<file path="src/rtl/game_pkg.sv">
// Shared definitions for the game motion blocks.
//   jump_state_t     : jump FSM state encoding
//   jump_dbg_t       : registers kept only for debug probing
//   TICK_DIV_DEFAULT : clock cycles per one-pixel motion step
//   X_MAX_DEFAULT    : rightmost legal x coordinate
//   sat_inc()        : increment that saturates at a limit
package game_pkg;

  typedef enum logic [2:0] {
    ST_IDLE,
    ST_LOAD,
    ST_RISE,
    ST_FALL,
    ST_DONE
  } jump_state_t;

  typedef struct packed {
    logic [7:0] origin_x;
    logic [7:0] apex_x;
  } jump_dbg_t;

  localparam logic [25:0] TICK_DIV_DEFAULT = 26'd833333;
  localparam logic [7:0]  X_MAX_DEFAULT    = 8'd159;

  function automatic logic [7:0] sat_inc(input logic [7:0] v, input logic [7:0] lim);
    return (v >= lim) ? v : v + 8'd1;
  endfunction

endpackage

</file>
<file path="src/rtl/tick_gen.sv">
// Motion step timer: counts enabled cycles and pulses tick on the last
// cycle of every DIV-cycle period.
//   clk   : clock, rising edge
//   reset : asynchronous, active-high
//   clear : synchronous counter clear
//   en    : count enable
//   tick  : high during the cycle the counter holds DIV-1 (while en)
module tick_gen
  import game_pkg::*;
#(
  parameter logic [25:0] DIV = TICK_DIV_DEFAULT
) (
  input  logic clk,
  input  logic reset,
  input  logic clear,
  input  logic en,
  output logic tick
);

  localparam int unsigned W = (DIV > 26'd1) ? $clog2(DIV) : 1;
  localparam logic [W-1:0] LAST = W'(DIV - 26'd1);

  logic [W-1:0] cnt;

  assign tick = en && (cnt == LAST);

  always_ff @(posedge clk or posedge reset) begin
    if (reset) begin
      cnt <= '0;
    end else if (clear) begin
      cnt <= '0;
    end else if (en) begin
      cnt <= tick ? '0 : cnt + 1'b1;
    end
  end

endmodule

</file>
<file path="src/rtl/jump_motion.sv">
// Jump animation controller: on start, rises diagonally from the current
// character position to the apex height, falls back to the ground level,
// then pulses done. x advances one pixel per step, saturating at X_MAX.
//   clk, reset       : clock / asynchronous active-high reset
//   start            : one-cycle jump request (ignored unless idle)
//   c_x, c_y         : current character position (c_y is ground level)
//   e_x, e_y         : apex from the endpoint calculator
//   ep_enable        : endpoint calculator enable (high in LOAD)
//   pos_x, pos_y     : animated position
//   busy             : jump in progress (LOAD, RISE, FALL)
//   done             : one-cycle pulse at jump end
module jump_motion
  import game_pkg::*;
#(
  parameter logic [25:0] TICK_DIV = TICK_DIV_DEFAULT,
  parameter logic [7:0]  X_MAX    = X_MAX_DEFAULT
) (
  input  logic       clk,
  input  logic       reset,
  input  logic       start,
  input  logic [7:0] c_x,
  input  logic [6:0] c_y,
  input  logic [7:0] e_x,
  input  logic [6:0] e_y,
  output logic       ep_enable,
  output logic [7:0] pos_x,
  output logic [6:0] pos_y,
  output logic       busy,
  output logic       done
);

  jump_state_t state, state_d;
  logic [7:0]  pos_x_d;
  logic [6:0]  pos_y_d;
  logic [6:0]  origin_y, origin_y_d;
  logic [6:0]  apex_y, apex_y_d;
  jump_dbg_t   dbg_unused, dbg_d;
  logic        cnt_clear;
  logic        tick;

  tick_gen #(
    .DIV(TICK_DIV)
  ) u_tick_gen (
    .clk  (clk),
    .reset(reset),
    .clear(cnt_clear),
    .en   ((state == ST_RISE) || (state == ST_FALL)),
    .tick (tick)
  );

  // Outputs are pure state decodes, so reset clears them immediately.
  assign ep_enable = (state == ST_LOAD);
  assign busy      = (state == ST_LOAD) || (state == ST_RISE) || (state == ST_FALL);
  assign done      = (state == ST_DONE);

  always_comb begin
    state_d    = state;
    pos_x_d    = pos_x;
    pos_y_d    = pos_y;
    origin_y_d = origin_y;
    apex_y_d   = apex_y;
    dbg_d      = dbg_unused;
    cnt_clear  = 1'b0;
    case (state)
      ST_IDLE: begin
        if (start) begin
          pos_x_d        = c_x;
          pos_y_d        = c_y;
          origin_y_d     = c_y;
          dbg_d.origin_x = c_x;
          state_d        = ST_LOAD;
        end
      end
      ST_LOAD: begin
        cnt_clear    = 1'b1;
        dbg_d.apex_x = e_x;
        // An apex below ground means origin - apex underflowed: clamp to top.
        apex_y_d     = (e_y > origin_y) ? '0 : e_y;
        state_d      = (apex_y_d == origin_y) ? ST_DONE : ST_RISE;
      end
      ST_RISE: begin
        if (tick) begin
          pos_x_d = sat_inc(pos_x, X_MAX);
          pos_y_d = pos_y - 7'd1;
          if (pos_y_d == apex_y) state_d = ST_FALL;
        end
      end
      ST_FALL: begin
        if (tick) begin
          pos_x_d = sat_inc(pos_x, X_MAX);
          pos_y_d = pos_y + 7'd1;
          if (pos_y_d == origin_y) state_d = ST_DONE;
        end
      end
      ST_DONE: state_d = ST_IDLE;
      default: state_d = ST_IDLE;
    endcase
  end

  always_ff @(posedge clk or posedge reset) begin
    if (reset) begin
      state      <= ST_IDLE;
      pos_x      <= '0;
      pos_y      <= '0;
      origin_y   <= '0;
      apex_y     <= '0;
      dbg_unused <= '0;
    end else begin
      state      <= state_d;
      pos_x      <= pos_x_d;
      pos_y      <= pos_y_d;
      origin_y   <= origin_y_d;
      apex_y     <= apex_y_d;
      dbg_unused <= dbg_d;
    end
  end

endmodule

</file>
<file path="config.mk">
export PLATFORM = sky130hd
export DESIGN_NAME = jump_motion
export DESIGN_NICKNAME = d
export VERILOG_FILES = /design/src/rtl/game_pkg.sv /design/src/rtl/tick_gen.sv /design/src/rtl/jump_motion.sv
export SDC_FILE = /design/constraint.sdc
export NUM_CORES = 1
export LEC_CHECK = 0
export CAP_MARGIN = 30
export CELL_PAD_IN_SITES_DETAIL_PLACEMENT = 1
export CELL_PAD_IN_SITES_GLOBAL_PLACEMENT = 1
export CORE_MARGIN = 2
export CORE_UTILIZATION = 30
export CTS_CLUSTER_DIAMETER = 80
export DETAILED_ROUTE_END_ITERATION = 6
export PLACE_DENSITY = 0.65
export SETUP_SLACK_MARGIN = 0.1
export SLEW_MARGIN = 5
export SYNTH_ARGS = -nofsm -noshare
export SYNTH_HDL_FRONTEND = slang
export SYNTH_SLANG_ARGS = --single-unit
</file>
<file path="constraint.sdc">
create_clock -name clk -period 3.6 [get_ports clk]
set_input_delay 1.08 -clock clk [delete_from_list [all_inputs] [get_ports clk]]
set_output_delay 1.08 -clock clk [all_outputs]
set_load 0.005 [all_outputs]
</file>
**Word level (Yosys, flattened, before mapping)**

Cells that the tools add are included.

- Register bits: 52
- Input port bits: 33
- Output and inout bits: 18
- Word-level logic and storage cells: 60

- Add/subtract/negate cells: 4
- $lt $le $gt $ge: 2
- Equality and inequality tests: 15
- Mux-type cells: 20
- Reduce and logical (&&, ||, !) cells: 13

Operators by type and width:

| operator | number |
|---|---|
| two-way mux 20 bit | 3 |
| two-way mux 7 bit | 4 |
| two-way mux 8 bit | 3 |
| equality test 7 bit | 3 |
| case mux 7 bit (3 select lines) | 1 |
| adder 20 x 1 -> 20 bit, second input constant | 1 |
| equality test 20 bit, second input constant | 1 |
| two-way mux 3 bit | 6 |
| case mux 8 bit (2 select lines) | 1 |
| case mux 3 bit (4 select lines) | 1 |
| != test 2 x 1 -> 1 bit, second input constant | 5 |
| adder 8 x 1 -> 8 bit, second input constant | 1 |
| >= comparator 8 bit, second input constant | 1 |
| AND reduction 4 bit | 2 |
| adder 7 x 1 -> 7 bit, second input constant | 1 |
| > comparator 7 bit | 1 |
| subtractor 7 x 1 -> 7 bit, second input constant | 1 |
| equality test 3 x 2 -> 1 bit, second input constant | 2 |
| AND reduction 5 bit | 1 |
| != test 2 bit, second input constant | 2 |
| nonzero test 2 bit | 2 |
| equality test 3 x 1 -> 1 bit, second input constant | 1 |
| equality test 3 bit, second input constant | 1 |
| logical NOT 3 bit | 1 |
| other kinds (6) | 8 |

**Depth between registers and ports, before layout**

- Word-level depth: 6
- Gate-level depth with buffers: 9
- Mapped depth without buffers: 8

**Modules after synthesis**

A second synthesis with hierarchy kept.

- Cells, all modules: 413
- Area total of the unflattened synthesis: 3601.0 um2

Modules (own cells, without submodules):

| module | times used | cells each | area each (um2) | seq. area each (um2) |
|---|---|---|---|---|
| jump_motion | 1 | 291 | 2452.4 | 800.8 |
| tick_gen | 1 | 122 | 1148.6 | 500.5 |

**Worst setup path before layout**

OpenSTA, ideal clock, no wires.

- Path type: in2reg
- From: input port e_y[1]
- To: register apex_y[0]
- Setup time: 66 ps
- Data arrival time: 2387 ps
- Required time: 3534 ps
- Path slack: 1147 ps
- Cell stages on the path: 8
- Path through: ha_1 -> nor2b_1 -> o21a_1 -> o21bai_1 -> a21o_1 -> and2_1 -> clkbuf_1 -> a22o_1

- Word-level cells in the longest chain between the ends: 2

RTL lines:

| element | line | source |
|---|---|---|
| start: declaration | jump_motion.sv:24 | `input logic [6:0] e_y,` |
| > comparator 7 bit | jump_motion.sv:78 | `apex_y_d = (e_y > origin_y) ? '0 : e_y;` |
| two-way mux 7 bit | jump_motion.sv:78 |  |
| end signal: assignment | jump_motion.sv:113 | `apex_y <= apex_y_d;` |
| end: declaration | jump_motion.sv:36 | `logic [6:0] apex_y, apex_y_d;` |

Every way passes these cells.
A chain may end at the register's enable or synchronous reset.

**Worst setup path after layout**

- From: register state[2]
- To: output port ep_enable

- Word-level cells in the longest chain between the ends: 1

RTL lines:

| element | line | source |
|---|---|---|
| start: declaration | jump_motion.sv:32 | `jump_state_t state, state_d;` |
| start signal: assignment | jump_motion.sv:109 | `state <= state_d;` |
| equality test 3 x 1 -> 1 bit | jump_motion.sv:52 | `assign ep_enable = (state == ST_LOAD);` |
| end: declaration | jump_motion.sv:25 | `output logic ep_enable,` |

Every way passes these cells.

==> out/metrics.csv <==
stage,metric,value,unit
clock_network,htreeDepth,2,
layout,multiInputGateArea,2000,um^2
worst_setup_path,worst_setup_path_end_kind,output port,
grt,gr-total-overflow,0,
clock_network,cts_made_buffers,5,
routing,totalWireLength,9620,um
routing,drc_errors,0,
worst_setup_path,path_cells,inv_1 > nand2_1 > or2_2 > inv_1 > clkdlybuf4s50_1,
synth,yosysSeqAreaShare,0.375,
routing,routed_via_density,5.29,
synth,synth.avg_cell_area,8.42,um^2
layout,ff_latch_area,1300,um^2
die,die_w,112,um
power_and_ir_drop,power_frac_clock,0.168,
timing,worstMarginPinSlew,701,ps
power_and_ir_drop,switchingPower,1.41,mW
clock_network,cts_tree,yes,
worst_hold_path,min_path_type,reg2reg,
grt,grt_pass1_wl,16700,um
worst_setup_path,max_stage_delay,510,ps
timing,setup_viol,0,
clock_network,root_buffer,clkbuf_16,
synth,synth_edf_count,0,
timing,fin_crit,3170,ps
timing,rsz0062_at_grt,no,
synth,synth_top_area_share,0.375,
layout,fin_cells,590,
placement,dpl.cell_count,582,
grt,grt.total_usage,0.163,
clock_network,postCtsSetupBuffers,0,
synth,synth_cell_type_count,56,
grt,antenna_found_initial,0,
worst_setup_path,crit_top_cell,inv_1,
power_and_ir_drop,combPwrFrac,0.501,
placement,globalplace.congestion,0.826,
job,drv_cap,0,
die,die_h,112,um
timing,max-slew-margin-rel,0.533,
synth,synthesis.area,3470,um^2
die,ioPinCount,51,
clock_network,cts_hold_buf,0,
layout,fill_cells,1348,
timing,slew_viol_final,0,
placement,portBuffers,42,
die,start_util,0.305,
layout,drive_gt1_frac,0.0604,
clock_network,cts_resized,0,
layout,finish.utilization,0.369,
layout,fin_nets,491,
grt,grt_pass1_vias,3277,
power_and_ir_drop,irDropWorstVdd,0.242,mV
routing,dr.pass1.iters,4,
layout,layout_common_cells,"nand2_1 (52), dfrtp_1 (52), o21ai_0 (42), clkdlybuf4s50_1 (42), nor2_1 (36)",
timing,max_clock_freq,315,MHz
clock_network,clk_pin_slew,70,ps
timing,fin_worst_skew,3.85,ps
routing,drtIter0Drc,187,
clock_network,clk_latency,290,ps
timing,hold_violations,0,
worst_setup_path,worstSetupPathType,reg2out,
die,core_area,11400,um^2
routing,via_count,3123,
clock_network,cts_buffer_depth,2,
routing,routedWlPerCell,16.3,um
timing,fin_setup_tns,0,ps
synth,async_reset_ff_frac,1.00,
worst_setup_path,cp_data_arrival_time,2090,ps
worst_setup_path,cp_slowest_cell,clkdlybuf4s50_1,
worst_setup_path,path_max_fanout,9,
synth,synth_nets,457,
synth,yosysWarnings,0,
synth,synth-seq-cells,52,
routing,drtAntennaViolNets,0,
layout,diodes,0,
outcome,status,finished clean,
power_and_ir_drop,seqPwrFrac,0.331,
layout,syn_to_final_growth,20.9,%
die,rows,39,
timing,finalCritPeriodShare,0.881,
power_and_ir_drop,powerDensity,776,nW/um^2
synth,synthesis.instances,412,
synth,netlist_top_cells_area,"dfrtp_1 (38%), o21ai_0 (6.1%), nand2_1 (5.6%), xnor2_1 (5.0%), ha_1 (4.3%)",
placement,post-dp-hpwl,7170,um
worst_setup_path,cp.required,2520,ps
clock_network,cts.sinks,52,
worst_setup_path,startpoint_type,flop,
synth,synth_flop_cell,dfrtp_1,
die,dieArea,12400,um^2
synth,synth_top_cell_by_area,dfrtp_1,
power_and_ir_drop,internal_power,1.84,mW
power_and_ir_drop,p_sw_frac,0.433,
grt,grt_start_max_net_pins,53,
power_and_ir_drop,power_leakage,1.66,nW
-- through the flow --
stage / hold WS, ps / power, mW / instance area [um^2] / setup WS, ps
after floorplan: 481 / 2.13 / 3470 / 1150
after global placement: 507 / 2.66 / 4030 / 566
after detailed placement: 527 / 2.73 / 4030 / 533
after CTS: 543 / 3.29 / 4190 / 425
after global routing: 566 / 3.55 / 4190 / 300
final: 536 / 3.25 / 4190 / 429
-- path summary, 6_finish.rpt --
path / start / endpoint / slack [ps] / depth (start not counted)
max in group asynchronous: reset / pos_x[5] / 1840 / 3
worst max-delay path: state[2] / ep_enable / 430 / 5
worst max register to register: state[1] / pos_y[2] / 940 / 6
min in group asynchronous: reset / u_tick_gen.cnt[15] / 1300 / 3
worst min-delay path: u_tick_gen.cnt[5] / u_tick_gen.cnt[5] / 540 / 1
worst min register to register: u_tick_gen.cnt[5] / u_tick_gen.cnt[5] / 540 / 1
-- cell families (layout without fill, tap and decap cells) --
family	count (synthesis)	after routing	synth area share
AO/OA/AOI/OAI	111	111	0.203
XOR/XNOR	34	34	0.0858
adder cells (fa/ha/maj)	12	12	0.0433
buffers and inverters	41	76	0.0480
flip-flops	52	52	0.375
multiplexers	2	2	0.00577
AND/OR/NAND/NOR	160	160	0.239
-- metal layers --
layer	GRT usage	vias up	share of wire
li1	-	1535	-
met1	0.231	1537	0.51
met2	0.258	41	0.44
met3	0.0256	10	0.025
met4	0.0510	0	0.019
met5	0	-	0
-- cell usage after synthesis, types with 2 or more instances --
cell type  number
o211ai_1        3
dfrtp_1        52
a22o_1          8
and4_1          2
or3_1           2
or2_2           2
and3_1          5
o22a_1          2
o22ai_1         4
a31oi_1         3
nor4b_1         3
nor3_1          5
nor2_1         36
xnor2_1        20
a2bb2oi_1       4
a21oi_1        15
xor2_1         14
buf_2           7
nand3b_1        2
nand4_1        10
or3_4           2
a211oi_1        6
nand3_2         2
mux2i_1         2
or2_1           2
o21ai_0        42
o21ai_1         5
ha_1           12
nand2_1        52
nand3_1        15
inv_1          19
o31ai_1         7
a21o_1          2
clkbuf_1       13
nor4_1          5
nor2b_1         6
nor4bb_1        2
-- worst max-delay path, delay by kind of cell (launching register included) --
| family | cells | cell delay (ps) |
|---|---|---|
| buffers and inverters | 3 | 870 |
| DFF | 1 | 430 |
| and+or+nand+nor | 2 | 490 |
-- registers in the layout (all words and copies together) (netlist names) --
name	count
state	3
u_tick_gen.cnt	20
pos_y	7
pos_x	8
origin_y	7
apex_y	7
-- cell type report --
class | count | share of cell area
Timing Repair Buffer | 49 | 0.113
Tap cell | 143 | 0.0427
Sequential cell | 52 | 0.310
Multi-Input combinational cell | 319 | 0.477
Clock buffer | 5 | 0.0298
Inverter | 19 | 0.0170
Clock inverter | 3 | 0.0101
-- power by group through the flow --
| stage | Clock (mW) | Combinational [mW] | Sequential, mW |
|---|---|---|---|
| finish | 0.546 | 1.63 | 1.08 |
| global route | 0.593 | 1.83 | 1.12 |
| CTS | 0.565 | 1.65 | 1.07 |
| detailed placement | 0 | 1.64 | 1.08 |
| global placement | 0 | 1.58 | 1.08 |
| floorplan | 0 | 1.19 | 0.943 |
(Power assumes the default switching activity.)
